File: src/rtl/synth_voice_pkg.sv
// Shared state encoding, register-map offsets and note range for the voice scheduler.
package synth_voice_pkg;

  typedef enum logic [2:0] {
    IDLE,
    LOOKUP,
    WR_F0,
    WR_F1,
    WR_F2,
    WR_CTL
  } state_e;

  localparam logic [7:0] FREQ_B0      = 8'd0;
  localparam logic [7:0] FREQ_B1      = 8'd1;
  localparam logic [7:0] FREQ_B2      = 8'd2;
  localparam logic [7:0] CTL          = 8'd3;
  localparam logic [7:0] CTL_GATE_ON  = 8'h01;
  localparam logic [7:0] CTL_GATE_OFF = 8'h00;
  localparam int         NUM_NOTES    = 24;

  // Chip address of a voice's first frequency byte; wraps at 256 like the chip bus.
  function automatic logic [7:0] voice_addr(input logic [7:0] base, input int v, input int stride);
    int a;
    a = int'(base) + v * stride;
    return a[7:0];
  endfunction

endpackage

File: src/rtl/voice_alloc.sv
// Combinational voice resolver: finds a voice already holding the note, the lowest
// free voice, or falls back to the round-robin steal pointer.
module voice_alloc
  import synth_voice_pkg::*;
#(
  parameter int NUM_VOICES = 4,
  parameter int VW         = 2
) (
  input  logic [NUM_VOICES-1:0]      active_i,
  input  logic [NUM_VOICES-1:0][4:0] off_i,
  input  logic [4:0]                 evOff_i,
  input  logic                       evOn_i,
  input  logic [VW-1:0]              stealPtr_i,
  output logic [VW-1:0]              v_o,
  output logic                       hit_o,
  output logic                       free_found_o,
  output logic                       steal_o
);

  logic [VW-1:0] hitV;
  logic [VW-1:0] freeV;

  // Scanning from the top down leaves the lowest matching index in place.
  always_comb begin
    hit_o        = 1'b0;
    free_found_o = 1'b0;
    hitV         = '0;
    freeV        = '0;
    for (int i = NUM_VOICES - 1; i >= 0; i--) begin
      if (active_i[i] && (off_i[i] == evOff_i)) begin
        hit_o = 1'b1;
        hitV  = VW'(i);
      end
      if (!active_i[i]) begin
        free_found_o = 1'b1;
        freeV        = VW'(i);
      end
    end
    steal_o = evOn_i && !hit_o && !free_found_o;
    v_o     = hit_o ? hitV : (free_found_o ? freeV : stealPtr_i);
  end

endmodule

File: src/rtl/voice_scheduler.sv
// Assigns key events to wavetable voices and emits the byte-wide register writes
// that program each voice's frequency word and gate.
module voice_scheduler
  import synth_voice_pkg::*;
#(
  parameter int         NUM_VOICES   = 4,
  parameter logic [7:0] VOICE_BASE   = 8'h08,
  parameter int         VOICE_STRIDE = 4
) (
  input  logic                  Clk,
  input  logic                  Reset_n,
  input  logic                  KeyValid,
  output logic                  KeyReady,
  input  logic [4:0]            KeyOffset,
  input  logic                  KeyOn,
  output logic [4:0]            MapOffset,
  input  logic [23:0]           MapFreq,
  output logic                  WrValid,
  input  logic                  WrReady,
  output logic [7:0]            WrAddr,
  output logic [7:0]            WrData,
  output logic [NUM_VOICES-1:0] VoiceActive,
  output logic                  Stolen
);

  localparam int VW = (NUM_VOICES > 1) ? $clog2(NUM_VOICES) : 1;

  state_e                     state_q;
  logic [4:0]                 evOff_q;
  logic                       evOn_q;
  logic [15:0]                freqHi_q;
  logic [NUM_VOICES-1:0]      active_q;
  logic [NUM_VOICES-1:0][4:0] off_q;
  logic [VW-1:0]              stealPtr_q;
  logic [VW-1:0]              stealPtr_d;
  logic [7:0]                 base_q;
  logic [7:0]                 voiceAddr_d;
  logic                       keyReady_q;
  logic                       wrValid_q;
  logic [7:0]                 wrAddr_q;
  logic [7:0]                 wrData_q;
  logic                       stolen_q;

  logic [VW-1:0] allocV;
  logic          allocHit;
  logic          allocFree;
  logic          allocSteal;

  voice_alloc #(
    .NUM_VOICES(NUM_VOICES),
    .VW        (VW)
  ) u_alloc (
    .active_i    (active_q),
    .off_i       (off_q),
    .evOff_i     (evOff_q),
    .evOn_i      (evOn_q),
    .stealPtr_i  (stealPtr_q),
    .v_o         (allocV),
    .hit_o       (allocHit),
    .free_found_o(allocFree),
    .steal_o     (allocSteal)
  );

  always_comb begin
    stealPtr_d  = (stealPtr_q == VW'(NUM_VOICES - 1)) ? '0 : stealPtr_q + VW'(1);
    voiceAddr_d = voice_addr(VOICE_BASE, int'(allocV), VOICE_STRIDE);
  end

  // The low frequency byte goes straight out in the LOOKUP exit write, so only the
  // upper two bytes need to be kept for the following writes.
  always_ff @(posedge Clk or negedge Reset_n) begin
    if (!Reset_n) begin
      state_q    <= IDLE;
      evOff_q    <= '0;
      evOn_q     <= 1'b0;
      freqHi_q   <= '0;
      active_q   <= '0;
      off_q      <= '0;
      stealPtr_q <= '0;
      base_q     <= '0;
      keyReady_q <= 1'b1;
      wrValid_q  <= 1'b0;
      wrAddr_q   <= '0;
      wrData_q   <= '0;
      stolen_q   <= 1'b0;
    end else begin
      stolen_q <= 1'b0;
      case (state_q)
        IDLE: begin
          if (KeyValid && keyReady_q) begin
            evOff_q    <= KeyOffset;
            evOn_q     <= KeyOn;
            keyReady_q <= 1'b0;
            state_q    <= LOOKUP;
          end
        end
        LOOKUP: begin
          freqHi_q <= MapFreq[23:8];
          base_q   <= voiceAddr_d;
          if (evOn_q) begin
            if (evOff_q >= 5'(NUM_NOTES)) begin
              keyReady_q <= 1'b1;
              state_q    <= IDLE;
            end else if (allocHit || allocFree || allocSteal) begin
              active_q[allocV] <= 1'b1;
              off_q[allocV]    <= evOff_q;
              if (allocSteal) begin
                stealPtr_q <= stealPtr_d;
                stolen_q   <= 1'b1;
              end
              wrValid_q <= 1'b1;
              wrAddr_q  <= voiceAddr_d + FREQ_B0;
              wrData_q  <= MapFreq[7:0];
              state_q   <= WR_F0;
            end else begin
              keyReady_q <= 1'b1;
              state_q    <= IDLE;
            end
          end else if (allocHit) begin
            active_q[allocV] <= 1'b0;
            wrValid_q        <= 1'b1;
            wrAddr_q         <= voiceAddr_d + CTL;
            wrData_q         <= CTL_GATE_OFF;
            state_q          <= WR_CTL;
          end else begin
            keyReady_q <= 1'b1;
            state_q    <= IDLE;
          end
        end
        WR_F0: begin
          if (WrReady) begin
            wrAddr_q <= base_q + FREQ_B1;
            wrData_q <= freqHi_q[7:0];
            state_q  <= WR_F1;
          end
        end
        WR_F1: begin
          if (WrReady) begin
            wrAddr_q <= base_q + FREQ_B2;
            wrData_q <= freqHi_q[15:8];
            state_q  <= WR_F2;
          end
        end
        WR_F2: begin
          if (WrReady) begin
            wrAddr_q <= base_q + CTL;
            wrData_q <= evOn_q ? CTL_GATE_ON : CTL_GATE_OFF;
            state_q  <= WR_CTL;
          end
        end
        WR_CTL: begin
          if (WrReady) begin
            wrValid_q  <= 1'b0;
            keyReady_q <= 1'b1;
            state_q    <= IDLE;
          end
        end
        default: begin
          wrValid_q  <= 1'b0;
          keyReady_q <= 1'b1;
          state_q    <= IDLE;
        end
      endcase
    end
  end

  assign KeyReady    = keyReady_q;
  assign MapOffset   = evOff_q;
  assign WrValid     = wrValid_q;
  assign WrAddr      = wrAddr_q;
  assign WrData      = wrData_q;
  assign VoiceActive = active_q;
  assign Stolen      = stolen_q;

endmodule

File: config.mk
export PLATFORM = sky130hd
export DESIGN_NAME = voice_scheduler
export DESIGN_NICKNAME = d
export VERILOG_FILES = /design/src/rtl/synth_voice_pkg.sv /design/src/rtl/voice_alloc.sv /design/src/rtl/voice_scheduler.sv
export SDC_FILE = /design/constraint.sdc
export NUM_CORES = 1
export LEC_CHECK = 0
export ABC_AREA = 1
export ABC_CLOCK_PERIOD_IN_PS = 4100
export CAP_MARGIN = 0
export CORE_ASPECT_RATIO = 0.9
export CORE_UTILIZATION = 50
export CTS_CLUSTER_DIAMETER = 200
export DETAILED_ROUTE_END_ITERATION = 12
export DONT_BUFFER_PORTS = 1
export GPL_ROUTABILITY_DRIVEN = 0
export HOLD_SLACK_MARGIN = 0.02
export PLACE_DENSITY = 0.62
export REMOVE_ABC_BUFFERS = 1
export SLEW_MARGIN = 20
export SYNTH_ARGS = -nofsm -noshare
export SYNTH_HDL_FRONTEND = slang
export SYNTH_SLANG_ARGS = --single-unit
File: constraint.sdc
create_clock -name Clk -period 4.1 [get_ports Clk]
set_input_delay 0.82 -clock Clk [delete_from_list [all_inputs] [get_ports Clk]]
set_output_delay 0.82 -clock Clk [all_outputs]
set_load 0.05 [all_outputs]
==> impl_metrics.json, run 1 <==
{
  "cts_tree": "built",
  "clockBufferDepth": 2,
  "grt_start_max_net_pins": 71,
  "synthMuxAreaShare": 0,
  "worstMarginPinSlew_ns": 0.812,
  "status": "completed",
  "avgSynthCellArea_um2": 7.44,
  "crit_fanout": 9,
  "grt_pass1_wl_mm": 13.4,
  "layout-area-overhead-vs-synth_pct": 7.06,
  "powerDensity_mw_per_mm2": 912,
  "synthArstFlopShare": 1.00,
  "drive_gt1_frac": 0.110,
  "io_buffers": 0,
  "post-route-worst-setup-slack_ns": 1.67,
  "arrival_ns": 2.67,
  "post_drt_via_cell_ratio": 5.15,
  "synth-adder-area-share": 0.00348,
  "overflow": 0,
  "finalSetupTns_ns": 0,
  "place_hpwl_mm": 5.77,
  "grt_pass1_vias": 2763,
  "synth_top_family_by_area": "simple AND/OR/NAND/NOR gates",
  "min_period_over_period": 0.594,
  "timing.fmax_mhz": 411,
  "drc": 0,
  "htree_levels": 3,
  "rr_worst_depth": 13,
  "synthXorXnorAreaFrac": 0,
  "crit_path_start": "MapOffset[2]",
  "cts.clk_slew.worst_paths_ns": 0.08,
  "r2r_slack_ns": 1.67,
  "regArea_mm2": 0.00175,
  "crit_type": "flip-flop to flip-flop",
  "power_leakage_nw": 2.10,
  "clock-sinks": 70,
  "cap_viol_max_count": 0,
  "n_antenna_cell": 0,
  "grt_usage": 0.234,
  "synthFlopType": "dfrtp_1",
  "pre_cts_slack_ns": 1.66,
  "fin_area_mm2": 0.00385,
  "synth-compound-area-share": 0.0865,
  "routed-via-count": 2980,
  "row_count": 28,
  "setup_viol": 0,
  "wire_per_inst_um": 14.1,
  "die_y_um": 82.5,
  "clkLatencyLatePin_ns": 0.35,
  "r2r_start": "MapOffset[2]",
  "slew_headroom": 0.458,
  "reg2reg_to": "off_q[3]",
  "post-route-min-period_ns": 2.43,
  "critPathCaptureType": "flip-flop",
  "first_pass_iters": 5,
  "dp.cells": 563,
  "yosysUniqueCellTypes": 29,
  "ys_seq_elements": 70,
  "yosysSeqAreaShare": 0.487,
  "finalWirelength_mm": 8.15,
  "yosysWarningCount": 0,
  "fill_cells": 664,
  "io_pins": 62,
  "finalHoldViolCount": 0,
  "fin_nets": 519,
  "fp.dieW_um": 91.4,
  "synth-simple-area-share": 0.343,
  "cts_root_buffer": "clkbuf_8",
  "finalMaxSlewViolations": 0,
  "fp.dieArea_mm2": 0.00754,
  "cts_hold_buf": 0,
  "numCtsBuffers": 9,
  "drtAntennaViolNets": 0,
  "worst_ep_required_time_ns": 4.34,
  "clock-skew-final_ns": 0.0105,
  "cts.repair.resized": 0,
  "hp-class": "primary input to async pin",
  "synth_area_mm2": 0.00360,
  "ir_drop_uv": 359,
  "drt_iter0_markers": 167,
  "coreArea_mm2": 0.00676,
  "multi_input_area_mm2": 0.00157,
  "post-cts-setup-buffers": 0,
  "instances_no_fill": 579,
  "cp-start-kind": "flip-flop",
  "start_util": 0.532,
  "post_dp_cell_area_mm2": 0.00364,
  "synth_edf_count": 0,
  "rsz0062_at_grt": "no",
  "grt_antenna_before_repair": 0,
  "synthesis.instances": 484
}
[per-stage QoR]
step                       util  total power, mW  hold WS (ns)
after detailed placement  0.538             2.93         0.464
after global routing      0.570             3.80         0.137
after floorplan               -             2.56         0.442
final                     0.570             3.51         0.157
after CTS                 0.570             3.53         0.142
after global placement    0.538             2.93         0.455
[layout make-up]
class                           count  area share
Clock buffer                       12      0.0429
Clock inverter                      4      0.0136
Inverter                           48      0.0481
Multi-Input combinational cell    353       0.407
Sequential cell                    70       0.455
Tap cell                           90      0.0292
Timing Repair Buffer                2     0.00390
[synth_stat cells (2+ instances only)]
master    count  area, µm²
a21oi_1      12       60.1
a22oi_1       7       52.6
buf_4         3       22.5
buf_6         4       45.0
clkbuf_1      7       26.3
dfrtp_1      69       1730
inv_1        38        143
inv_2         7       26.3
inv_4         2       12.5
nand2_1     228        856
nand2_2       6       37.5
nand2_4       2       22.5
nand3_1      19       95.1
nand3_2       4       40.0
nor2_1       32        120
nor2_2        3       18.8
nor2_4        3       33.8
o21ai_0      15       75.1
o21ai_1       3       15.0
o21ai_2       8       70.1
o21bai_1      4       30.0
[critical path: stages (launching register included)]
cell	delay [ns]
dfrtp_1	0.75
inv_2	0.21
nand2_1	0.10
o21ai_0	0.07
nor2_1	0.15
nand3_1	0.13
nand2_2	0.11
inv_1	0.07
nand2_4	0.11
inv_2	0.07
nor2_4	0.23
nand2_2	0.16
nand2_1	0.09
nand2_1	0.05
[flip-flops by register name, indices dropped and copies added, names as in the netlist, named ones only]
signal / count
off_q: 20
KeyReady: 1
Stolen: 1
WrAddr: 5
evOn_q: 1
stealPtr_q: 2
WrData: 8
state_q: 3
base_q: 3
WrValid: 1
freqHi_q: 16
MapOffset: 5
[cell usage in the layout, fill, tap and decap left out, types with 4 or more instances in the layout]
master and count:
nand3_2 4, a22oi_1 7, o21bai_1 4, nand3_1 19, inv_1 38, a21oi_1 12, inv_2 7, dfrtp_1 69
nand2_1 228, clkbuf_8 12, nor2_1 32, o21ai_2 8, o21ai_0 15, nand2_2 6
[power by group]
part           switching [mW]  internal [mW]
Clock                   0.271          0.333
Sequential              0.617          0.986
Combinational           0.887          0.420
Total                    1.78           1.74
[cell families after synthesis]
family	Yosys count
AND/OR/NAND/NOR	299
other	1
flip-flops	70
adder cells (fa/ha/maj)	1
AO/OA/AOI/OAI	50
buffers and inverters	63
[worst max-delay path by stage]
stage | to | slack (ns) | cells after the start
after floorplan | WrAddr[2] | 1.99 | 8
after global placement | off_q[8] | 1.63 | 11
after detailed placement | off_q[8] | 1.66 | 11
after CTS | off_q[8] | 1.64 | 11
after global routing | off_q[5] | 1.41 | 11
final | off_q[3] | 1.67 | 13
[routing by layer]
layer / wire length [µm] / GRT usage / part of all wire
met2: 3590 / 0.359 / 0.44
met4: 80 / 0.0810 / 0.0098
met3: 532 / 0.0522 / 0.065
met5: 0 / 0 / 0
met1: 3940 / 0.329 / 0.48
Power figures use the tool's default switching activity.
==> inputs of run 2 (changes only) <==
--- a/config.mk
+++ b/config.mk
@@ -6,7 +6,7 @@
 export NUM_CORES = 1
 export LEC_CHECK = 0
 export ABC_AREA = 1
-export ABC_CLOCK_PERIOD_IN_PS = 4100
+export ABC_CLOCK_PERIOD_IN_PS = 2350
 export CAP_MARGIN = 0
 export CORE_ASPECT_RATIO = 0.9
 export CORE_UTILIZATION = 50
==> constraint.sdc (replaced) <==
create_clock -name Clk -period 2.35 [get_ports Clk]
set_input_delay 0.47 -clock Clk [delete_from_list [all_inputs] [get_ports Clk]]
set_output_delay 0.47 -clock Clk [all_outputs]
set_load 0.05 [all_outputs]
==> run 2 against run 1 <==
  * Clock power grew 35%
  * Setup slack lost 1.5 ns
  * Combinational power grew 110%
  * Die area is the same
  * Critical path depth shrank 1
  * Critical path type unchanged
==> impl_metrics.json, run 2 (synthesized netlist as in run 1, its figures left out) <==
{
  "drt_iter0_markers": 180,
  "finalSetupTns_ns": 0,
  "timing.fmax_mhz": 462,
  "layout_commonest_cell": "nand2_1",
  "rr_worst_depth": 12,
  "grt_antenna_before_repair": 0,
  "cts_root_buffer": "clkbuf_8",
  "crit_chain": "inv_4, nand2_1, nand2_1, nor2_1, nand3_2, nand2_1, nor2_2, nand2_2, nand2_4, nand3_2, nand2_1, o21ai_2",
  "fp.dieArea_mm2": 0.00754,
  "clkLatencyLatePin_ns": 0.35,
  "critical-path-max-stage-delay_ns": 0.53,
  "finalPower_mw": 6.07,
  "fp.dieW_um": 91.4,
  "grt_pass1_vias": 2817,
  "die_y_um": 82.5,
  "largest_register_ffs": 20,
  "pre_cts_slack_ns": 0.206,
  "start_util": 0.532,
  "instances_no_fill": 591,
  "drive_gt1_frac": 0.126,
  "power_leakage_nw": 2.13,
  "n_antenna_cell": 0,
  "hp-class": "primary input to flip-flop",
  "finalHoldViolCount": 0,
  "io_buffers": 0,
  "ir_drop_uv": 752,
  "min_period_over_period": 0.922,
  "finalMaxSlewViolations": 0,
  "grt_start_max_net_pins": 71,
  "row_count": 28,
  "p_clk_frac": 0.135,
  "wire_per_inst_um": 13.7,
  "powerDensity_mw_per_mm2": 1550,
  "routed-via-count": 3005,
  "internal_power_mw": 2.94,
  "post-cts-setup-buffers": 0,
  "drtAntennaViolNets": 0,
  "crit_type": "flip-flop to flip-flop",
  "clockBufferDepth": 2,
  "crit_fanout": 11,
  "place_hpwl_mm": 5.72,
  "worst_ep_required_time_ns": 2.58,
  "power.switching_mw": 3.12,
  "min_path_cells": 2,
  "cp-start-kind": "flip-flop",
  "setup_viol": 0,
  "rsz0062_at_grt": "no",
  "arrival_ns": 2.40,
  "p_sw_frac": 0.515,
  "finalWirelength_mm": 8.12,
  "cp_common_cell": "nand2_1",
  "crit_slowest_cell": "dfrtp_1",
  "drc": 0,
  "post-route-min-period_ns": 2.17,
  "post-route-worst-setup-slack_ns": 0.184,
  "cap_viol_max_count": 0,
  "post_drt_via_cell_ratio": 5.08,
  "final_cell_mix": "228 x nand2_1, 69 x dfrtp_1, 38 x inv_1",
  "clock-skew-final_ns": 0.0128,
  "clock-sinks": 70,
  "io_pins": 62,
  "slew_headroom": 0.619,
  "worstMarginPinSlew_ns": 0.570,
  "top_register": "off_q",
  "dp.cells": 574,
  "overflow": 0,
  "grt_pass1_wl_mm": 13.4,
  "seqPwrFrac": 0.419,
  "coreArea_mm2": 0.00676,
  "layout-area-overhead-vs-synth_pct": 8.90,
  "htree_levels": 3,
  "grt_usage": 0.233,
  "critPathCaptureType": "flip-flop",
  "cts.clk_slew.worst_paths_ns": 0.08,
  "status": "completed",
  "cts_tree": "built",
  "fill_cells": 650,
  "numCtsBuffers": 9,
  "first_pass_iters": 4,
  "p_comb_frac": 0.446,
  "fin_nets": 532
}
## run 2: routing by layer
layer | track usage | part of all wire | vias up
met5 | 0 | 0 | -
met1 | 0.312 | 0.48 | 1401
met4 | 0.0873 | 0.013 | 0
li1 | - | - | 1514
met3 | 0.0668 | 0.061 | 12
met2 | 0.362 | 0.44 | 78
## run 2: path summary, 6_finish.rpt
path	startpoint	end	slack, ns
setup / recovery	MapOffset[4]	off_q[6]	0.18
hold / removal	MapFreq[14]	freqHi_q[6]	0.23
setup reg to reg	MapOffset[4]	off_q[6]	0.18
hold reg to reg	freqHi_q[12]	freqHi_q[12]	0.48
max in group asynchronous	Reset_n	freqHi_q[4]	1.38
min in group asynchronous	Reset_n	base_q[4]	0.66
## run 2: worst max-delay path: cells and delay by family, from the launching register on
family | cells | cell delay (ns)
compound gates | 1 | 0.06
buf+inv | 1 | 0.17
flops | 1 | 0.53
simple gates | 10 | 1.28
## run 2: what timing repair did
item                                   4_1_cts  5_1_grt
setup endpoints to repair                    0        1
hold buffers                                 2        0
endpoints found under the hold margin       70        0
resized for setup                            0        1
## run 2: power by group through the flow
stage          registers [mW]  logic, mW  clock network, mW
6_report                 2.54       2.71              0.818
5_1_grt                  2.62       3.08              0.886
4_1_cts                  2.54       2.71              0.839
3_5_place_dp             2.56       2.66                  0
3_3_place_gp             2.56       2.64                  0
2_1_floorplan            2.68       1.80                  0
## run 2: metrics by stage
step / util / area [µm²] / hold WS, ns
3_3_place_gp: 0.550 / 3720 / 0.176
3_5_place_dp: 0.550 / 3720 / 0.176
5_1_grt: 0.580 / 3920 / 0.217
6_report: 0.580 / 3920 / 0.231
4_1_cts: 0.579 / 3910 / 0.212
2_1_floorplan: - / 3510 / 0.174
## run 2: area by class of cell
type                            count  area (µm²)  share of cell area
Tap cell                           90         113              0.0287
Clock inverter                      4        25.0             0.00638
Clock buffer                       11         131              0.0335
Inverter                           48         185              0.0472
Timing Repair Buffer               15         135              0.0345
Multi-Input combinational cell    353        1580               0.402
Sequential cell                    70        1750               0.447
